### src/rtl/axi_lrsc_reservation_tracker_pkg.sv
// Shared types and helpers for the LR/SC reservation tracker.
// Addresses and IDs are carried at fixed maximum widths internally; narrower configurations
// zero-extend, so the unused upper bits stay constant and fold away.
package axi_lrsc_reservation_tracker_pkg;

    localparam int unsigned MAX_ADDR_W = 64;
    localparam int unsigned MAX_ID_W   = 32;
    localparam int unsigned TIMER_W    = 32;

    typedef logic [MAX_ADDR_W-1:0] tag_t;
    typedef logic [MAX_ADDR_W:0]   addr_ext_t;
    typedef logic [MAX_ID_W-1:0]   id_t;

    typedef struct packed {
        logic                valid;
        id_t                 id;
        tag_t                tag;
        logic [TIMER_W-1:0]  timer;
    } res_entry_t;

    // Granule index of a byte address.
    function automatic tag_t granule_tag(input tag_t addr, input int unsigned glog2);
        return addr >> glog2;
    endfunction

    // Last byte touched by an INCR burst, computed one bit wider so it cannot wrap,
    // then clamped to the top of the configured address space.
    function automatic tag_t burst_end(input tag_t addr, input logic [7:0] len,
                                       input logic [2:0] size, input int unsigned addr_w);
        addr_ext_t bytes;
        addr_ext_t last;
        addr_ext_t limit;
        bytes = (addr_ext_t'(len) + addr_ext_t'(1)) << size;
        last  = addr_ext_t'(addr) + bytes - addr_ext_t'(1);
        limit = (addr_ext_t'(1) << addr_w) - addr_ext_t'(1);
        if (last > limit) begin
            last = limit;
        end
        return last[MAX_ADDR_W-1:0];
    endfunction

endpackage

### src/rtl/axi_lrsc_reservation_tracker_if.sv
// Sideband bundle between the atomics path and the reservation tracker.
interface axi_lrsc_reservation_tracker_if #(
    parameter int unsigned AXI_ADDR_WIDTH = 64,
    parameter int unsigned AXI_ID_WIDTH   = 10,
    parameter int unsigned NUM_RES        = 4
);
    localparam int unsigned CW = $clog2(NUM_RES + 1);

    logic                      lr_valid_i;
    logic                      lr_ready_o;
    logic [AXI_ID_WIDTH-1:0]   lr_id_i;
    logic [AXI_ADDR_WIDTH-1:0] lr_addr_i;

    logic                      sc_valid_i;
    logic                      sc_ready_o;
    logic [AXI_ID_WIDTH-1:0]   sc_id_i;
    logic [AXI_ADDR_WIDTH-1:0] sc_addr_i;

    logic                      sc_resp_valid_o;
    logic                      sc_resp_ok_o;
    logic [AXI_ID_WIDTH-1:0]   sc_resp_id_o;
    logic                      sc_resp_ready_i;

    logic                      wr_valid_i;
    logic [AXI_ADDR_WIDTH-1:0] wr_addr_i;
    logic [7:0]                wr_len_i;
    logic [2:0]                wr_size_i;

    logic [CW-1:0]             res_count_o;

    modport slave (
        input  lr_valid_i, lr_id_i, lr_addr_i,
        input  sc_valid_i, sc_id_i, sc_addr_i, sc_resp_ready_i,
        input  wr_valid_i, wr_addr_i, wr_len_i, wr_size_i,
        output lr_ready_o, sc_ready_o, sc_resp_valid_o, sc_resp_ok_o, sc_resp_id_o,
        output res_count_o
    );

    modport master (
        output lr_valid_i, lr_id_i, lr_addr_i,
        output sc_valid_i, sc_id_i, sc_addr_i, sc_resp_ready_i,
        output wr_valid_i, wr_addr_i, wr_len_i, wr_size_i,
        input  lr_ready_o, sc_ready_o, sc_resp_valid_o, sc_resp_ok_o, sc_resp_id_o,
        input  res_count_o
    );

endinterface

### src/rtl/axi_lrsc_reservation_tracker_range_match.sv
// Overlap test between one reservation granule and a write's granule span.
// Working in granule units makes partial-granule overlap at either end count as a hit.
module axi_lrsc_reservation_tracker_range_match
    import axi_lrsc_reservation_tracker_pkg::*;
(
    input  tag_t i_tag,
    input  tag_t i_start_tag,
    input  tag_t i_end_tag,
    output logic o_hit
);

    // Inclusive range compare on granule indices.
    always_comb begin
        o_hit = (i_tag >= i_start_tag) && (i_tag <= i_end_tag);
    end

endmodule

### src/rtl/axi_lrsc_reservation_tracker.sv
// Multi-entry LR/SC reservation table keyed by AXI ID.
// Each cycle applies, in order: write snoop and expiry, SC check, LR allocate.
// Supports AXI_ADDR_WIDTH <= 64 and AXI_ID_WIDTH <= 32.
module axi_lrsc_reservation_tracker
    import axi_lrsc_reservation_tracker_pkg::*;
#(
    parameter int unsigned AXI_ADDR_WIDTH = 64,
    parameter int unsigned AXI_ID_WIDTH   = 10,
    parameter int unsigned NUM_RES        = 4,
    parameter int unsigned GRANULE_LOG2   = 3,
    parameter int unsigned RES_TIMEOUT    = 0
) (
    input logic                         CLK,
    input logic                         aresetn,
    axi_lrsc_reservation_tracker_if.slave bus
);

    localparam int unsigned VW = (NUM_RES > 1) ? $clog2(NUM_RES) : 1;
    localparam int unsigned CW = $clog2(NUM_RES + 1);
    localparam logic [TIMER_W-1:0] TIMER_LOAD = TIMER_W'(RES_TIMEOUT);

    res_entry_t              r_entry [NUM_RES];
    logic [VW-1:0]           r_victim;
    logic [CW-1:0]           r_count;
    logic                    r_active;
    logic                    r_resp_valid;
    logic                    r_resp_ok;
    logic [AXI_ID_WIDTH-1:0] r_resp_id;

    res_entry_t              w_ent_snp [NUM_RES];
    res_entry_t              w_ent_sc  [NUM_RES];
    res_entry_t              w_ent_lr  [NUM_RES];
    logic [NUM_RES-1:0]      w_snoop_hit;
    tag_t                    w_lr_tag;
    tag_t                    w_sc_tag;
    tag_t                    w_wr_start_tag;
    tag_t                    w_wr_end_tag;
    id_t                     w_lr_id;
    id_t                     w_sc_id;
    logic                    w_sc_ready;
    logic                    w_sc_fire;
    logic                    w_lr_fire;
    logic                    w_sc_ok;
    logic                    w_lr_found;
    logic [VW-1:0]           w_lr_idx;
    logic                    w_free_found;
    logic [VW-1:0]           w_free_idx;
    logic [VW-1:0]           w_sel_idx;
    logic [VW-1:0]           w_victim_d;
    logic [CW-1:0]           w_count_d;

    assign w_lr_id        = id_t'(bus.lr_id_i);
    assign w_sc_id        = id_t'(bus.sc_id_i);
    assign w_lr_tag       = granule_tag(tag_t'(bus.lr_addr_i), GRANULE_LOG2);
    assign w_sc_tag       = granule_tag(tag_t'(bus.sc_addr_i), GRANULE_LOG2);
    assign w_wr_start_tag = granule_tag(tag_t'(bus.wr_addr_i), GRANULE_LOG2);
    assign w_wr_end_tag   = granule_tag(burst_end(tag_t'(bus.wr_addr_i), bus.wr_len_i,
                                                  bus.wr_size_i, AXI_ADDR_WIDTH), GRANULE_LOG2);

    // r_active keeps both ready outputs low while in reset and until the first clock after it.
    assign w_sc_ready = r_active & (~r_resp_valid | bus.sc_resp_ready_i);
    assign w_sc_fire  = bus.sc_valid_i & w_sc_ready;
    assign w_lr_fire  = bus.lr_valid_i & r_active;

    assign bus.lr_ready_o      = r_active;
    assign bus.sc_ready_o      = w_sc_ready;
    assign bus.sc_resp_valid_o = r_resp_valid;
    assign bus.sc_resp_ok_o    = r_resp_ok;
    assign bus.sc_resp_id_o    = r_resp_id;
    assign bus.res_count_o     = r_count;

    for (genvar g = 0; g < NUM_RES; g++) begin : g_snoop
        axi_lrsc_reservation_tracker_range_match u_match (
            .i_tag       (r_entry[g].tag),
            .i_start_tag (w_wr_start_tag),
            .i_end_tag   (w_wr_end_tag),
            .o_hit       (w_snoop_hit[g])
        );
    end

    // Step 1: age timers and drop entries hit by a committed write.
    always_comb begin
        for (int i = 0; i < NUM_RES; i++) begin
            w_ent_snp[i] = r_entry[i];
            if ((RES_TIMEOUT != 0) && r_entry[i].valid) begin
                w_ent_snp[i].timer = r_entry[i].timer - TIMER_W'(1);
                if (r_entry[i].timer == TIMER_W'(1)) begin
                    w_ent_snp[i].valid = 1'b0;
                end
            end
            if (bus.wr_valid_i && w_snoop_hit[i]) begin
                w_ent_snp[i].valid = 1'b0;
            end
        end
    end

    // Step 2: SC verdict on the snooped table; the requester's entry is consumed either way.
    always_comb begin
        w_sc_ok = 1'b0;
        for (int i = 0; i < NUM_RES; i++) begin
            w_ent_sc[i] = w_ent_snp[i];
            if (w_sc_fire && w_ent_snp[i].valid && (w_ent_snp[i].id == w_sc_id)) begin
                if (w_ent_snp[i].tag == w_sc_tag) begin
                    w_sc_ok = 1'b1;
                end
                w_ent_sc[i].valid = 1'b0;
            end
        end
    end

    // Step 3: LR picks same-ID entry, else lowest free, else round-robin victim.
    always_comb begin
        w_lr_found   = 1'b0;
        w_lr_idx     = '0;
        w_free_found = 1'b0;
        w_free_idx   = '0;
        for (int i = 0; i < NUM_RES; i++) begin
            if (!w_lr_found && w_ent_sc[i].valid && (w_ent_sc[i].id == w_lr_id)) begin
                w_lr_found = 1'b1;
                w_lr_idx   = VW'(i);
            end
            if (!w_free_found && !w_ent_sc[i].valid) begin
                w_free_found = 1'b1;
                w_free_idx   = VW'(i);
            end
        end
        w_sel_idx  = w_lr_found ? w_lr_idx : (w_free_found ? w_free_idx : r_victim);
        w_victim_d = r_victim;
        if (w_lr_fire && !w_lr_found && !w_free_found) begin
            w_victim_d = (r_victim == VW'(NUM_RES - 1)) ? '0 : r_victim + VW'(1);
        end
        w_count_d = '0;
        for (int i = 0; i < NUM_RES; i++) begin
            w_ent_lr[i] = w_ent_sc[i];
            if (w_lr_fire && (w_sel_idx == VW'(i))) begin
                w_ent_lr[i].valid = 1'b1;
                w_ent_lr[i].id    = w_lr_id;
                w_ent_lr[i].tag   = w_lr_tag;
                w_ent_lr[i].timer = TIMER_LOAD;
            end
            w_count_d = w_count_d + CW'(w_ent_lr[i].valid);
        end
    end

    // Reservation table, victim pointer and registered occupancy.
    always_ff @(posedge CLK or negedge aresetn) begin
        if (!aresetn) begin
            for (int i = 0; i < NUM_RES; i++) begin
                r_entry[i] <= '0;
            end
            r_victim <= '0;
            r_count  <= '0;
        end else begin
            for (int i = 0; i < NUM_RES; i++) begin
                r_entry[i] <= w_ent_lr[i];
            end
            r_victim <= w_victim_d;
            r_count  <= w_count_d;
        end
    end

    // SC verdict register: loads on accept, holds until consumed.
    always_ff @(posedge CLK or negedge aresetn) begin
        if (!aresetn) begin
            r_active     <= 1'b0;
            r_resp_valid <= 1'b0;
            r_resp_ok    <= 1'b0;
            r_resp_id    <= '0;
        end else begin
            r_active <= 1'b1;
            if (w_sc_fire) begin
                r_resp_valid <= 1'b1;
                r_resp_ok    <= w_sc_ok;
                r_resp_id    <= bus.sc_id_i;
            end else if (bus.sc_resp_ready_i) begin
                r_resp_valid <= 1'b0;
            end
        end
    end

endmodule
### src/flat_wrapper.sv
// flat-port wrapper written by rule: the top's interface ports become plain ports
module axi_lrsc_reservation_tracker_flat import axi_lrsc_reservation_tracker_pkg::*;
#(
    parameter int unsigned AXI_ADDR_WIDTH = 64,
    parameter int unsigned AXI_ID_WIDTH   = 10,
    parameter int unsigned NUM_RES        = 4,
    parameter int unsigned GRANULE_LOG2   = 3,
    parameter int unsigned RES_TIMEOUT    = 0
)
  (CLK, aresetn, bus_lr_valid_i, bus_lr_id_i, bus_lr_addr_i, bus_sc_valid_i, bus_sc_id_i, bus_sc_addr_i, bus_sc_resp_ready_i, bus_wr_valid_i, bus_wr_addr_i, bus_wr_len_i, bus_wr_size_i, bus_lr_ready_o, bus_sc_ready_o, bus_sc_resp_valid_o, bus_sc_resp_ok_o, bus_sc_resp_id_o, bus_res_count_o);
  axi_lrsc_reservation_tracker_if #(.AXI_ADDR_WIDTH(AXI_ADDR_WIDTH), .AXI_ID_WIDTH(AXI_ID_WIDTH), .NUM_RES(NUM_RES)) bus_i ();
  input logic CLK;
  input logic aresetn;
  input wire logic [$bits(bus_i.lr_valid_i)-1:0] bus_lr_valid_i;
  input wire logic [$bits(bus_i.lr_id_i)-1:0] bus_lr_id_i;
  input wire logic [$bits(bus_i.lr_addr_i)-1:0] bus_lr_addr_i;
  input wire logic [$bits(bus_i.sc_valid_i)-1:0] bus_sc_valid_i;
  input wire logic [$bits(bus_i.sc_id_i)-1:0] bus_sc_id_i;
  input wire logic [$bits(bus_i.sc_addr_i)-1:0] bus_sc_addr_i;
  input wire logic [$bits(bus_i.sc_resp_ready_i)-1:0] bus_sc_resp_ready_i;
  input wire logic [$bits(bus_i.wr_valid_i)-1:0] bus_wr_valid_i;
  input wire logic [$bits(bus_i.wr_addr_i)-1:0] bus_wr_addr_i;
  input wire logic [$bits(bus_i.wr_len_i)-1:0] bus_wr_len_i;
  input wire logic [$bits(bus_i.wr_size_i)-1:0] bus_wr_size_i;
  output wire logic [$bits(bus_i.lr_ready_o)-1:0] bus_lr_ready_o;
  output wire logic [$bits(bus_i.sc_ready_o)-1:0] bus_sc_ready_o;
  output wire logic [$bits(bus_i.sc_resp_valid_o)-1:0] bus_sc_resp_valid_o;
  output wire logic [$bits(bus_i.sc_resp_ok_o)-1:0] bus_sc_resp_ok_o;
  output wire logic [$bits(bus_i.sc_resp_id_o)-1:0] bus_sc_resp_id_o;
  output wire logic [$bits(bus_i.res_count_o)-1:0] bus_res_count_o;
  assign bus_i.lr_valid_i = bus_lr_valid_i;
  assign bus_i.lr_id_i = bus_lr_id_i;
  assign bus_i.lr_addr_i = bus_lr_addr_i;
  assign bus_i.sc_valid_i = bus_sc_valid_i;
  assign bus_i.sc_id_i = bus_sc_id_i;
  assign bus_i.sc_addr_i = bus_sc_addr_i;
  assign bus_i.sc_resp_ready_i = bus_sc_resp_ready_i;
  assign bus_i.wr_valid_i = bus_wr_valid_i;
  assign bus_i.wr_addr_i = bus_wr_addr_i;
  assign bus_i.wr_len_i = bus_wr_len_i;
  assign bus_i.wr_size_i = bus_wr_size_i;
  assign bus_lr_ready_o = bus_i.lr_ready_o;
  assign bus_sc_ready_o = bus_i.sc_ready_o;
  assign bus_sc_resp_valid_o = bus_i.sc_resp_valid_o;
  assign bus_sc_resp_ok_o = bus_i.sc_resp_ok_o;
  assign bus_sc_resp_id_o = bus_i.sc_resp_id_o;
  assign bus_res_count_o = bus_i.res_count_o;
  axi_lrsc_reservation_tracker #(.AXI_ADDR_WIDTH(AXI_ADDR_WIDTH), .AXI_ID_WIDTH(AXI_ID_WIDTH), .NUM_RES(NUM_RES), .GRANULE_LOG2(GRANULE_LOG2), .RES_TIMEOUT(RES_TIMEOUT)) u_core (.CLK(CLK), .aresetn(aresetn), .bus(bus_i));
endmodule
### config.mk
export PLATFORM = sky130hd
export DESIGN_NAME = axi_lrsc_reservation_tracker_flat
export DESIGN_NICKNAME = d
export VERILOG_FILES = /design/src/rtl/axi_lrsc_reservation_tracker_pkg.sv /design/src/rtl/axi_lrsc_reservation_tracker_if.sv /design/src/rtl/axi_lrsc_reservation_tracker_range_match.sv /design/src/rtl/axi_lrsc_reservation_tracker.sv /design/src/flat_wrapper.sv
export SDC_FILE = /design/constraint.sdc
export NUM_CORES = 2
export LEC_CHECK = 0
export ABC_AREA = 0
export BUFFER_PORTS_ARGS = -buffer_cell sky130_fd_sc_hd__clkbuf_2
export CAP_MARGIN = 20
export CORE_ASPECT_RATIO = 1.75
export CORE_MARGIN = 3
export CORE_UTILIZATION = 45
export CTS_BUF_LIST = sky130_fd_sc_hd__clkbuf_2 sky130_fd_sc_hd__clkbuf_4 sky130_fd_sc_hd__clkbuf_8
export DETAILED_ROUTE_END_ITERATION = 8
export GPL_TIMING_DRIVEN = 1
export HOLD_SLACK_MARGIN = 0.15
export SYNTH_ARGS = -nofsm -noshare
export SYNTH_HDL_FRONTEND = slang
export SYNTH_SLANG_ARGS = --single-unit
### constraint.sdc
create_clock -name CLK -period 6.9 [get_ports CLK]
set_input_delay 0.69 -clock CLK [delete_from_list [all_inputs] [get_ports CLK]]
set_output_delay 0.69 -clock CLK [all_outputs]
set_load 0.02 [all_outputs]
==> run_results.csv <==
group,metric,value,unit
clock_network,clock_tree.buffer_depth,3,
place,numPortBuffers,239,
layout,instances_no_fill,5091,
grt,grt_pass1_vias,33000,
pwr,p_leak,21.2,nW
setup_path,worstSetupEndpoint,"u_core.r_entry[181]$_DFFE_PN0P_",
setup_path,critPathMaxStageDelay,0.53,ns
setup_path,cpMaxStageDelayCell,"or4_4",
setup_path,rr_startpoint,"u_core.r_entry[474]$_DFFE_PN0P_",
layout,synthToLayoutAreaGrowth,34.8,%
yosys,synth_ff_type,"dfrtp_1",
clock_network,cts_buffers,51,
layout,layout_commonest_cell,"buf_4",
place,placed_cell_area,38900,µm²
setup_path,cp_max_fo,8,
place,dp_hpwl,130000,µm
yosys,synth.avg_cell_area,9.61,µm²
timing,layout_worst_path_cycle_share,138,%
pwr,p_total,16.1,mW
run_status,status,"complete, but fails checks",
layout,fill_cells,5874,
setup_path,cp_top_family,"compound AO/OA/AOI/OAI gates",
setup_path,r2r-end,"u_core.r_entry[181]$_DFFE_PN0P_",
timing,skew,0.0438,ns
yosys,synth_top_area_share,24.4,%
yosys,yosys-top-cells-area,"dfrtp_1 (24%), ha_1 (22%), mux2_1 (9.1%)",
yosys,async_flop_share,100,%
pwr,peakVddDrop,0.298,mV
timing,rsz0062_at_grt,"yes",
drt,drt_iter0_drc,2782,
yosys,synth_cells,3264,
setup_path,endpoint_kind,"register",
timing,period_needed,9.49,ns
drt,vias,32100,
die,ios,246,
grt,grt-ovfl-total,0,
timing,fmax,0.105,GHz
yosys,ys_ff_latch,306,
clock_network,htree_num_levels,2,
setup_path,cp_data_arrival_time,10.06,ns
layout,nets,4929,
drt,wire_per_inst,32.1,µm
yosys,yosysSeqAreaShare,24.4,%
die,die_area,73000,µm²
drt,via_per_inst,6.31,
grt,grt_max_degree,139,
pwr,p_per_area,381,nW/µm²
timing,finalMaxSlewViolations,0,
worst_hold_path,hp-class,"in2reg",
timing,worst_pin_slew,1.28,ns
timing,slew_headroom,14.2,%
grt,antenna_found_initial,5,
yosys,synth_area_leader_cell,"dfrtp_1",
setup_path,rrSetupSlack,0.65,ns
flow_run,cap_violations,0,
setup_path,worst_ep_required_time,7.47,ns
drt,ant_nets,0,
yosys,netlist_area,31400,µm²
timing,setup_tns,-714.19,ns
grt,grt.total_usage,43.1,%
die,die_h,355,µm
grt,grt_pass1_wl,225000,µm
yosys,ys_types,96,
timing,setup_ws,-2.59,ns
die,placementRows,127,
layout,final_cell_mix,"buf_4 (596), ha_1 (547), dfrtp_1 (306)",
yosys,yosysWarnings,0,
layout,drive_above_1_share,35.0,%
die,initial_core_util,45.6,%
setup_path,path_depth,45,
drt,finalWirelength,163000,µm
layout,fin_area,42300,µm²
clock_network,cts_tree,"built",
drt,first_pass_iters,6,
clock_network,root_buffer,"clkbuf_8",
timing,holdWs,0.263,ns
timing,setup_viol,294,
die,core_area,68800,µm²
setup_path,r2r_cells,27,
place,place_inst,4905,
run_status,violations,"negative setup slack",
clock_network,path_clk_slew,0.08,ns
yosys,synth_fp_nets,4052,
clock_network,clk_latency,0.72,ns
setup_path,path_class,"in2reg",
yosys,synth_edf_count,0,
drt,drc_errors,0,
clock_network,cts_sinks,306,
place,place.gp.congestion,1.12,
setup_path,cp-startpoint,"bus_wr_len_i[0]",
setup_path,critPathBufInv,9,
timing,hold_viol_final,0,
die,die_w,206,µm
setup_path,crit_path_start_kind,"primary input",
-- where the power goes --
group,internal [mW],total [mW],switching (mW)
registers,2.63,4.60,1.97
clock network,1.03,1.92,0.896
logic,4.76,9.60,4.84
-- flip-flops by register name (all words and copies together), names as in the netlist --
name and count:
u_core.bus.sc_resp_id_o 10, u_core.bus.lr_ready_o 1, u_core.bus.sc_resp_ok_o 1, u_core.r_victim 2, u_core.r_entry 288, u_core.bus.sc_resp_valid_o 1, u_core.bus.res_count_o 3
-- cell type report --
class,count,area (µm²),area share (%)
Antenna cell,4,10.0,0.0237
Sequential cell,306,7660,18.1
Clock inverter,17,183,0.432
Inverter,138,518,1.23
Timing Repair Buffer,919,7290,17.2
Clock buffer,79,981,2.32
Multi-Input combinational cell,2725,24500,58.0
Tap cell,903,1130,2.67
-- metal layers --
metal  vias to the layer above  GRT usage (%)  wire length [µm]
li1                      14000              -                 -
met1                     15700           43.5             54500
met2                      1720           72.8             76600
met3                       717           7.05              9990
met4                         2           43.6             22000
met5                         -              0                16
-- through the flow --
step                      util (%)  worst slack [ns]
final                         61.4             -2.59
after global placement        56.6             -3.76
after global routing          61.4             -2.79
after detailed placement      56.6             -3.79
after floorplan                  -             -2.17
after CTS                     60.5             -2.43
-- cell families after synthesis --
| family | Yosys count | synth area share [%] |
|---|---|---|
| flip-flops | 306 | 24.4 |
| other | 1 | 0.0120 |
| buffers and inverters | 233 | 3.43 |
| adder cells (fa/ha/maj) | 559 | 22.3 |
| AO/OA/AOI/OAI | 703 | 14.9 |
| AND/OR/NAND/NOR | 767 | 13.1 |
| XOR/XNOR | 389 | 10.9 |
| multiplexers | 306 | 11.0 |
-- cells in the mapped netlist, types with 14 or more instances --
cell,number
a2111oi_0,20
a211oi_1,27
a21o_1,140
a21oi_1,190
a31oi_1,19
and3_1,17
and4_1,15
buf_6,21
clkbuf_1,48
dfrtp_1,306
ha_1,557
inv_1,138
mux2_1,254
mux2_2,45
nand2_1,122
nand2b_1,22
nand3_1,64
nand4_1,155
nor2_1,161
nor2b_1,28
nor3_1,50
nor4_1,69
o211ai_1,20
o21a_1,27
o21ai_0,128
o21bai_1,18
o31ai_1,18
or3_1,14
xnor2_1,204
xor2_1,185
-- how the worst min path moves through the flow --
| stage | from | to | cells after the start |
|---|---|---|---|
| final | bus_lr_addr_i[51] | u_core.r_entry[338]$_DFFE_PN0P_ | 2 |
| after global routing | bus_lr_addr_i[5] | u_core.r_entry[34]$_DFFE_PN0P_ | 2 |
| after CTS | bus_lr_addr_i[51] | u_core.r_entry[338]$_DFFE_PN0P_ | 2 |
| after detailed placement | u_core.bus.sc_resp_id_o[6]$_DFFE_PN0P_ | u_core.bus.sc_resp_id_o[6]$_DFFE_PN0P_ | 1 |
| after global placement | u_core.bus.sc_resp_valid_o$_DFFE_PN0P_ | u_core.bus.sc_resp_valid_o$_DFFE_PN0P_ | 2 |
| after floorplan | aresetn | u_core.bus.lr_ready_o$_DFF_PN0_ | 0 |
-- worst reg2reg max path, cell delays in order (launching register included) --
cell	delay, ns
dfrtp_1	0.47
ha_1	0.33
nand4_1	0.10
buf_4	0.19
nor4_1	0.63
nor2b_1	0.21
buf_4	0.20
a2111oi_2	0.08
clkbuf_4	0.23
nand3_1	0.16
a2111oi_1	0.11
buf_4	0.19
o31a_1	0.29
buf_4	0.16
or3b_4	0.39
buf_4	0.15
a211oi_4	0.26
buf_4	0.17
a2111oi_4	0.04
o21ba_2	0.31
o21ai_2	0.08
buf_4	0.14
buf_4	0.14
nor3_4	0.28
buf_12	0.20
buf_12	0.15
buf_12	0.15
mux2_4	0.31
-- what timing repair did --
item                                    in CTS  in global routing
buffers inserted                            40                 41
resized for setup                          140                145
endpoints found under the hold margin       88                  0
endpoints found under the setup margin     294                294
cloned                                      20                  7
pin swaps                                   53                 64
hold buffers                                 1                  0
Note: power is estimated with default switching activity, not from simulation.
